**src/rtl/mem_arbiter_pkg.sv**
```systemverilog
// rtl/mem_arbiter_pkg.sv - shared states, width codes and bus widths for mem_arbiter
package mem_arbiter_pkg;

    localparam int ADDR_W = 32;
    localparam int INST_W = 32;

    typedef enum logic [2:0] {
        ST_IDLE,
        ST_IF_RD,
        ST_MEM_RD,
        ST_MEM_WR,
        ST_DONE
    } state_t;

    localparam logic [1:0] WIDTH_BYTE = 2'b00;
    localparam logic [1:0] WIDTH_HALF = 2'b01;
    localparam logic [1:0] WIDTH_WORD = 2'b10;

    // Index of the final byte of a transfer; code 11 behaves as a word.
    function automatic logic [1:0] last_idx(input logic [1:0] width);
        case (width)
            WIDTH_BYTE: last_idx = 2'd0;
            WIDTH_HALF: last_idx = 2'd1;
            default:    last_idx = 2'd3;
        endcase
    endfunction

endpackage

```
**src/rtl/mem_arbiter_if.sv**
```systemverilog
// rtl/mem_arbiter_if.sv - fetch, load/store and byte-RAM bus bundle for mem_arbiter
interface mem_arbiter_if;
    import mem_arbiter_pkg::*;

    logic              if_req;
    logic [ADDR_W-1:0] if_addr;
    logic              if_done;
    logic [INST_W-1:0] if_inst;
    logic              mem_req;
    logic              mem_wr;
    logic [1:0]        mem_width;
    logic [ADDR_W-1:0] mem_addr;
    logic [31:0]       mem_wdata;
    logic              mem_done;
    logic [31:0]       mem_rdata;
    logic [ADDR_W-1:0] ram_addr;
    logic              ram_wr;
    logic [7:0]        ram_dout;
    logic [7:0]        ram_din;
    logic              stall_if;

    modport slave (
        input  if_req, if_addr, mem_req, mem_wr, mem_width, mem_addr, mem_wdata, ram_din,
        output if_done, if_inst, mem_done, mem_rdata, ram_addr, ram_wr, ram_dout, stall_if
    );

    modport master (
        output if_req, if_addr, mem_req, mem_wr, mem_width, mem_addr, mem_wdata, ram_din,
        input  if_done, if_inst, mem_done, mem_rdata, ram_addr, ram_wr, ram_dout, stall_if
    );
endinterface

```
**src/rtl/mem_arbiter.sv**
```systemverilog
// rtl/mem_arbiter.sv - byte-serial RAM arbiter for fetch and load/store; ARB_RR_EN enables round-robin ties
module mem_arbiter
    import mem_arbiter_pkg::*;
(
    input  logic         clk,
    input  logic         rst,
    mem_arbiter_if.slave bus
);

    state_t            r_state;
    logic [1:0]        r_cnt;
    logic [1:0]        r_last;
    logic              r_pend;
    logic              r_adone;
    logic [31:0]       r_wdata;
    logic [31:0]       r_data;
    logic [ADDR_W-1:0] r_ram_addr;
    logic              r_ram_wr;
    logic [7:0]        r_ram_dout;
    logic              r_if_done;
    logic              r_mem_done;
    logic [INST_W-1:0] r_if_inst;
    logic [31:0]       r_mem_rdata;
    logic              r_stall_if;

    logic              w_grant_mem;
    logic [1:0]        w_cap_idx;
    logic [1:0]        w_next_cnt;
    logic [31:0]       w_cap_data;
    logic [7:0]        w_wr_byte;

`ifdef ARB_RR_EN
    logic r_last_mem;
    assign w_grant_mem = bus.mem_req && (!bus.if_req || !r_last_mem);
`else
    assign w_grant_mem = bus.mem_req;
`endif

    // RAM data lags the address by a cycle, so the byte arriving now belongs to r_cnt-1.
    assign w_cap_idx  = r_cnt - 2'd1;
    assign w_next_cnt = r_cnt + 2'd1;

    always_comb begin
        w_cap_data = r_data;
        case (w_cap_idx)
            2'd0:    w_cap_data[7:0]   = bus.ram_din;
            2'd1:    w_cap_data[15:8]  = bus.ram_din;
            2'd2:    w_cap_data[23:16] = bus.ram_din;
            default: w_cap_data[31:24] = bus.ram_din;
        endcase
    end

    always_comb begin
        case (w_next_cnt)
            2'd0:    w_wr_byte = r_wdata[7:0];
            2'd1:    w_wr_byte = r_wdata[15:8];
            2'd2:    w_wr_byte = r_wdata[23:16];
            default: w_wr_byte = r_wdata[31:24];
        endcase
    end

    always_ff @(posedge clk) begin
        if (rst) begin
            r_state     <= ST_IDLE;
            r_cnt       <= 2'd0;
            r_last      <= 2'd0;
            r_pend      <= 1'b0;
            r_adone     <= 1'b0;
            r_wdata     <= '0;
            r_data      <= '0;
            r_ram_addr  <= '0;
            r_ram_wr    <= 1'b0;
            r_ram_dout  <= '0;
            r_if_done   <= 1'b0;
            r_mem_done  <= 1'b0;
            r_if_inst   <= '0;
            r_mem_rdata <= '0;
            r_stall_if  <= 1'b1;
`ifdef ARB_RR_EN
            r_last_mem  <= 1'b0;
`endif
        end else begin
            case (r_state)
                ST_IDLE: begin
                    if (bus.mem_req || bus.if_req) begin
                        r_cnt   <= 2'd0;
                        r_pend  <= 1'b0;
                        r_adone <= 1'b0;
                        r_data  <= '0;
                        if (w_grant_mem) begin
                            r_ram_addr <= bus.mem_addr;
                            r_last     <= last_idx(bus.mem_width);
                            r_wdata    <= bus.mem_wdata;
                            if (bus.mem_wr) begin
                                r_ram_wr   <= 1'b1;
                                r_ram_dout <= bus.mem_wdata[7:0];
                                r_state    <= ST_MEM_WR;
                            end else begin
                                r_state    <= ST_MEM_RD;
                            end
`ifdef ARB_RR_EN
                            r_last_mem <= 1'b1;
`endif
                        end else begin
                            r_ram_addr <= bus.if_addr;
                            r_last     <= 2'd3;
                            r_state    <= ST_IF_RD;
`ifdef ARB_RR_EN
                            r_last_mem <= 1'b0;
`endif
                        end
                    end
                end
                ST_IF_RD, ST_MEM_RD: begin
                    if (r_pend) r_data <= w_cap_data;
                    r_pend <= 1'b1;
                    if (!r_adone) begin
                        r_cnt <= w_next_cnt;
                        if (r_cnt == r_last) r_adone    <= 1'b1;
                        else                 r_ram_addr <= r_ram_addr + 1'b1;
                    end else begin
                        // Address phase is over; this cycle only collects the last byte.
                        r_state <= ST_DONE;
                        if (r_state == ST_IF_RD) begin
                            r_if_done  <= 1'b1;
                            r_if_inst  <= w_cap_data;
                            r_stall_if <= 1'b0;
                        end else begin
                            r_mem_done  <= 1'b1;
                            r_mem_rdata <= w_cap_data;
                        end
                    end
                end
                ST_MEM_WR: begin
                    if (r_cnt == r_last) begin
                        r_ram_wr   <= 1'b0;
                        r_mem_done <= 1'b1;
                        r_state    <= ST_DONE;
                    end else begin
                        r_cnt      <= w_next_cnt;
                        r_ram_addr <= r_ram_addr + 1'b1;
                        r_ram_dout <= w_wr_byte;
                    end
                end
                ST_DONE: begin
                    r_if_done  <= 1'b0;
                    r_mem_done <= 1'b0;
                    r_stall_if <= 1'b1;
                    r_cnt      <= 2'd0;
                    r_state    <= ST_IDLE;
                end
                default: r_state <= ST_IDLE;
            endcase
        end
    end

    assign bus.ram_addr  = r_ram_addr;
    assign bus.ram_wr    = r_ram_wr;
    assign bus.ram_dout  = r_ram_dout;
    assign bus.if_done   = r_if_done;
    assign bus.if_inst   = r_if_inst;
    assign bus.mem_done  = r_mem_done;
    assign bus.mem_rdata = r_mem_rdata;
    assign bus.stall_if  = r_stall_if;

endmodule

```
**src/flat_wrapper.sv**
```systemverilog
// flat-port wrapper written by rule: the top's interface ports become plain ports
module mem_arbiter_flat import mem_arbiter_pkg::*;
  (clk, rst, bus_if_req, bus_if_addr, bus_mem_req, bus_mem_wr, bus_mem_width, bus_mem_addr, bus_mem_wdata, bus_ram_din, bus_if_done, bus_if_inst, bus_mem_done, bus_mem_rdata, bus_ram_addr, bus_ram_wr, bus_ram_dout, bus_stall_if);
  mem_arbiter_if bus_i ();
  input  logic clk;
  input  logic rst;
  input wire logic [$bits(bus_i.if_req)-1:0] bus_if_req;
  input wire logic [$bits(bus_i.if_addr)-1:0] bus_if_addr;
  input wire logic [$bits(bus_i.mem_req)-1:0] bus_mem_req;
  input wire logic [$bits(bus_i.mem_wr)-1:0] bus_mem_wr;
  input wire logic [$bits(bus_i.mem_width)-1:0] bus_mem_width;
  input wire logic [$bits(bus_i.mem_addr)-1:0] bus_mem_addr;
  input wire logic [$bits(bus_i.mem_wdata)-1:0] bus_mem_wdata;
  input wire logic [$bits(bus_i.ram_din)-1:0] bus_ram_din;
  output wire logic [$bits(bus_i.if_done)-1:0] bus_if_done;
  output wire logic [$bits(bus_i.if_inst)-1:0] bus_if_inst;
  output wire logic [$bits(bus_i.mem_done)-1:0] bus_mem_done;
  output wire logic [$bits(bus_i.mem_rdata)-1:0] bus_mem_rdata;
  output wire logic [$bits(bus_i.ram_addr)-1:0] bus_ram_addr;
  output wire logic [$bits(bus_i.ram_wr)-1:0] bus_ram_wr;
  output wire logic [$bits(bus_i.ram_dout)-1:0] bus_ram_dout;
  output wire logic [$bits(bus_i.stall_if)-1:0] bus_stall_if;
  assign bus_i.if_req = bus_if_req;
  assign bus_i.if_addr = bus_if_addr;
  assign bus_i.mem_req = bus_mem_req;
  assign bus_i.mem_wr = bus_mem_wr;
  assign bus_i.mem_width = bus_mem_width;
  assign bus_i.mem_addr = bus_mem_addr;
  assign bus_i.mem_wdata = bus_mem_wdata;
  assign bus_i.ram_din = bus_ram_din;
  assign bus_if_done = bus_i.if_done;
  assign bus_if_inst = bus_i.if_inst;
  assign bus_mem_done = bus_i.mem_done;
  assign bus_mem_rdata = bus_i.mem_rdata;
  assign bus_ram_addr = bus_i.ram_addr;
  assign bus_ram_wr = bus_i.ram_wr;
  assign bus_ram_dout = bus_i.ram_dout;
  assign bus_stall_if = bus_i.stall_if;
  mem_arbiter u_core (.clk(clk), .rst(rst), .bus(bus_i));
endmodule
```
**config.mk**
```make
export PLATFORM = sky130hd
export DESIGN_NAME = mem_arbiter_flat
export DESIGN_NICKNAME = d
export VERILOG_FILES = /design/src/rtl/mem_arbiter_pkg.sv /design/src/rtl/mem_arbiter_if.sv /design/src/rtl/mem_arbiter.sv /design/src/flat_wrapper.sv
export SDC_FILE = /design/constraint.sdc
export NUM_CORES = 1
export LEC_CHECK = 0
export ABC_AREA = 1
export CAP_MARGIN = 20
export CORE_UTILIZATION = 50
export CTS_BUF_LIST = sky130_fd_sc_hd__clkbuf_4 sky130_fd_sc_hd__clkbuf_8 sky130_fd_sc_hd__clkbuf_16
export CTS_CLUSTER_DIAMETER = 40
export DETAILED_ROUTE_END_ITERATION = 10
export PLACE_DENSITY = 0.82
export SLEW_MARGIN = 15
export SYNTH_ARGS = -nofsm -noshare
export SYNTH_HDL_FRONTEND = slang
export SYNTH_SLANG_ARGS = --single-unit
```
**constraint.sdc**
```tcl
create_clock -name clk -period 2.1 [get_ports clk]
set_input_delay 0.42 -clock clk [delete_from_list [all_inputs] [get_ports clk]]
set_output_delay 0.42 -clock clk [all_outputs]
set_load 0.03 [all_outputs]
```
==> summary.txt <==
Layout
  • Layout area overhead: 34.8%
  • Final cell count without fillers: 1708
  • Multi-input logic area: 4460 um2
  • Nets: 1594
  • Share of cells above drive strength 1: 6.38%
  • Sequential Area: 3620 um2
  • # fillers: 1407
  • Antenna diode count: 0

CTS
  • Worst skew pair latency: 430 ps
  • Clock slew at reported path FFs: 70 ps
  • Clock tree buffer depth: 2
  • Root Buffer Master: clkbuf_16
  • TritonCTS Buffers: 17
  • H-tree levels: 4
  • CTS tree: built
  • Sink Count: 181

Synth
  • Post-synth EDFFs: 0
  • Yosys top cell by area: dfxtp_1
  • Synthesized area per cell: 6.71 um2
  • Top cell type's share of synthesized area: 42.0%
  • Synth cell count leaders: nand2_1, dfxtp_1, nor2_1
  • Sequential share of the synthesized area: 42.0%
  • Synth warn: 0
  • Mapped cell area: 8630 um2
  • FFs w/ async S/R, synth: 0%
  • Dominant cells by area after synthesis: dfxtp_1, nand2_1, o21ai_0
  • Synth Net Count: 1404
  • #FFs+latches synth: 181
  • Main synth FF type: dfxtp_1
  • Post-synth cell types: 34
  • Syn Inst Count: 1285
  • Count leader, synth: nand2_1

Critical path
  • Critical path launch point: u_core.bus.ram_addr[19]
  • Crit start category: flip-flop
  • FF-to-FF path depth: 9
  • Kind of critical path: reg -> out
  • Setup crit end: bus_ram_addr[19]
  • Arrival time worst endpoint: 1630 ps
  • Max stage delay on crit path: 740 ps
  • Slowest CP cell: clkdlybuf4s50_1
  • Family with the most delay on the worst path: buffers and inverters
  • Worst Path Max Fanout: 6
  • R2R Path End: u_core.bus.ram_addr[21]
  • CP endpoint kind: primary output
  • Bufs and invs on worst path: 1
  • FF-to-FF Start: u_core.r_state[0]
  • Crit path cell chain: clkdlybuf4s50_1
  • Reg2Reg Setup Slack: 170 ps
  • Required time of the critical path: 1680 ps
  • Levels on crit path: 1

Drt
  • Total number of vias: 9175
  • Pre-antenna DRT Iters: 5
  • Vias per Instance: 5.37
  • Initial DRC Count: 729
  • Wirelength per Cell: 15.1 um
  • DRC errors left: 0
  • DRT Wirelength: 25800 um
  • ANT nets after route: 0

Die
  • IO Pins: 219
  • Die W: 133 um
  • Die ar.: 17800 um2
  • Starting Density: 51.7%
  • Core Area: 16700 um2
  • Die Y-Extent: 133 um
  • Row count: 47

GRT
  • Grt ovf: 0
  • Number of global-route vias before repair: 8480
  • Largest net degree at the start of global routing: 86
  • First-pass GRT wire length: 41000 um
  • Tot GR Track Use: 28.6%
  • Initial antenna violation count: 0

STA
  • Pins Over Slew Limit: 0
  • RSZ-0062 raised after global routing: no
  • Final Cycle Share: 97.7%
  • Fin Setup TNS: 0 ps
  • Fin crit period: 2050 ps
  • Slew Limit Headroom: 55.8%
  • Worst-Margin Slew: 662 ps
  • Fmax: 488 MHz
  • Final setup fails: 0
  • Hold Fails Final Rpt: 0
  • Clock skew: 11.9 ps

Pwr
  • Pwr dens: 992 nW/um2
  • Tot Pwr: 11.5 mW
  • Largest vdd supply drop: 0.690 mV
  • LEAKAGE: 4.62 nW

Placement
  • HPWL after DPL: 17700 um
  • Placed cell count: 1674
  • Routability cong.: 0.929
  • Port bufs: 218

Status
  • Status: finished clean

Worst hold path
  • Hold Crit Class: reg -> reg

Job
  • Max_cap viols: 0
[layer usage]
layer,global-route usage (%),part of all wire (%),vias up
li1,-,-,4582
met1,34.5,41,4153
met2,49.1,48,390
met3,6.51,8.7,50
met4,11.7,2.1,0
met5,0,0,-
[metrics by stage]
step / hold slack (ps) / instance area (um2) / worst slack, ps / utilization [%]
after floorplan: 437 / 8630 / 337 / -
after global placement: 441 / 11000 / -126 / 66.0
after detailed placement: 452 / 11000 / -199 / 66.0
after CTS: 463 / 11600 / 24.3 / 69.5
after global routing: 480 / 11600 / 8.88 / 69.6
final: 461 / 11600 / 49.3 / 69.6
[worst min path at each step]
stage          depth (start not counted)             endpoint           startpoint  slack (ps)
2_1_floorplan                          2     u_core.r_data[0]     u_core.r_data[0]         440
3_3_place_gp                           2  u_core.bus.stall_if  u_core.bus.stall_if         440
3_5_place_dp                           2     u_core.r_data[3]     u_core.r_data[3]         450
4_1_cts                                2     u_core.r_data[3]     u_core.r_data[3]         460
5_1_grt                                2    u_core.r_data[29]    u_core.r_data[29]         480
6_report                               2     u_core.r_data[3]     u_core.r_data[3]         460
[cell families after synthesis]
kind of cell / after synthesis / share of synthesized area [%]
muxes: 7 / 0.914
buffers and inverters: 136 / 6.53
xor gates and xnor gates: 12 / 1.22
DFF: 181 / 42.0
adders and majority gates: 8 / 1.16
AOI/OAI and AO/OA: 317 / 19.1
and+or+nand+nor: 624 / 29.1
[layout make-up]
| class | count | area share (%) |
|---|---|---|
| Sequential cell | 181 | 31.2 |
| Clock buffer | 20 | 3.91 |
| Tap cell | 220 | 2.37 |
| Timing Repair Buffer | 245 | 21.2 |
| Multi-Input combinational cell | 968 | 38.3 |
| Clock inverter | 12 | 1.04 |
| Inverter | 62 | 2.03 |
[layout by cell type, fill, tap and decap left out, types with 5 or more instances in the layout]
| cell | n |
|---|---|
| nor2_1 | 172 |
| o21ai_0 | 145 |
| nand3_1 | 44 |
| ha_1 | 8 |
| buf_12 | 6 |
| buf_4 | 21 |
| a21oi_1 | 123 |
| dfxtp_1 | 180 |
| inv_2 | 6 |
| clkbuf_16 | 17 |
| nand2_1 | 377 |
| nor2_4 | 6 |
| clkinv_4 | 5 |
| clkdlybuf4s50_1 | 215 |
| mux2_2 | 7 |
| nand3b_1 | 7 |
| xnor2_1 | 5 |
| xor2_1 | 7 |
| a31oi_1 | 35 |
| inv_1 | 55 |
| o21ai_1 | 7 |
[flip-flops by register name, indices dropped and copies added, names as in the netlist]
signal and count:
u_core.bus.ram_dout 8, u_core.r_cnt 2, u_core.r_state 3, u_core.bus.if_done 1
u_core.r_wdata 32, u_core.bus.mem_done 1, u_core.bus.mem_rdata 32, u_core.r_adone 1
u_core.bus.stall_if 1, u_core.bus.ram_addr 32, u_core.r_last 2, u_core.r_pend 1
u_core.r_data 32, u_core.bus.if_inst 32, u_core.bus.ram_wr 1
[power breakdown]
group          switching (mW)  internal, mW
sequential              0.508          3.89
combinational            2.47          1.53
clock                    1.43          1.72
total                    4.40          7.14
[worst min-delay path: cells and delay by family, from the launching register on]
| kind | cells | cell delay [ps] |
|---|---|---|
| AO/OA/AOI/OAI | 1 | 50 |
| flip-flops | 1 | 310 |
| AND/OR/NAND/NOR | 1 | 60 |
[repair_timing]
item	CTS	global route
gates resized for setup	0	4
endpoints found under the setup margin	0	10
setup buffers	0	2
hold buffers	0	0
Power figures use the tool's default switching activity.
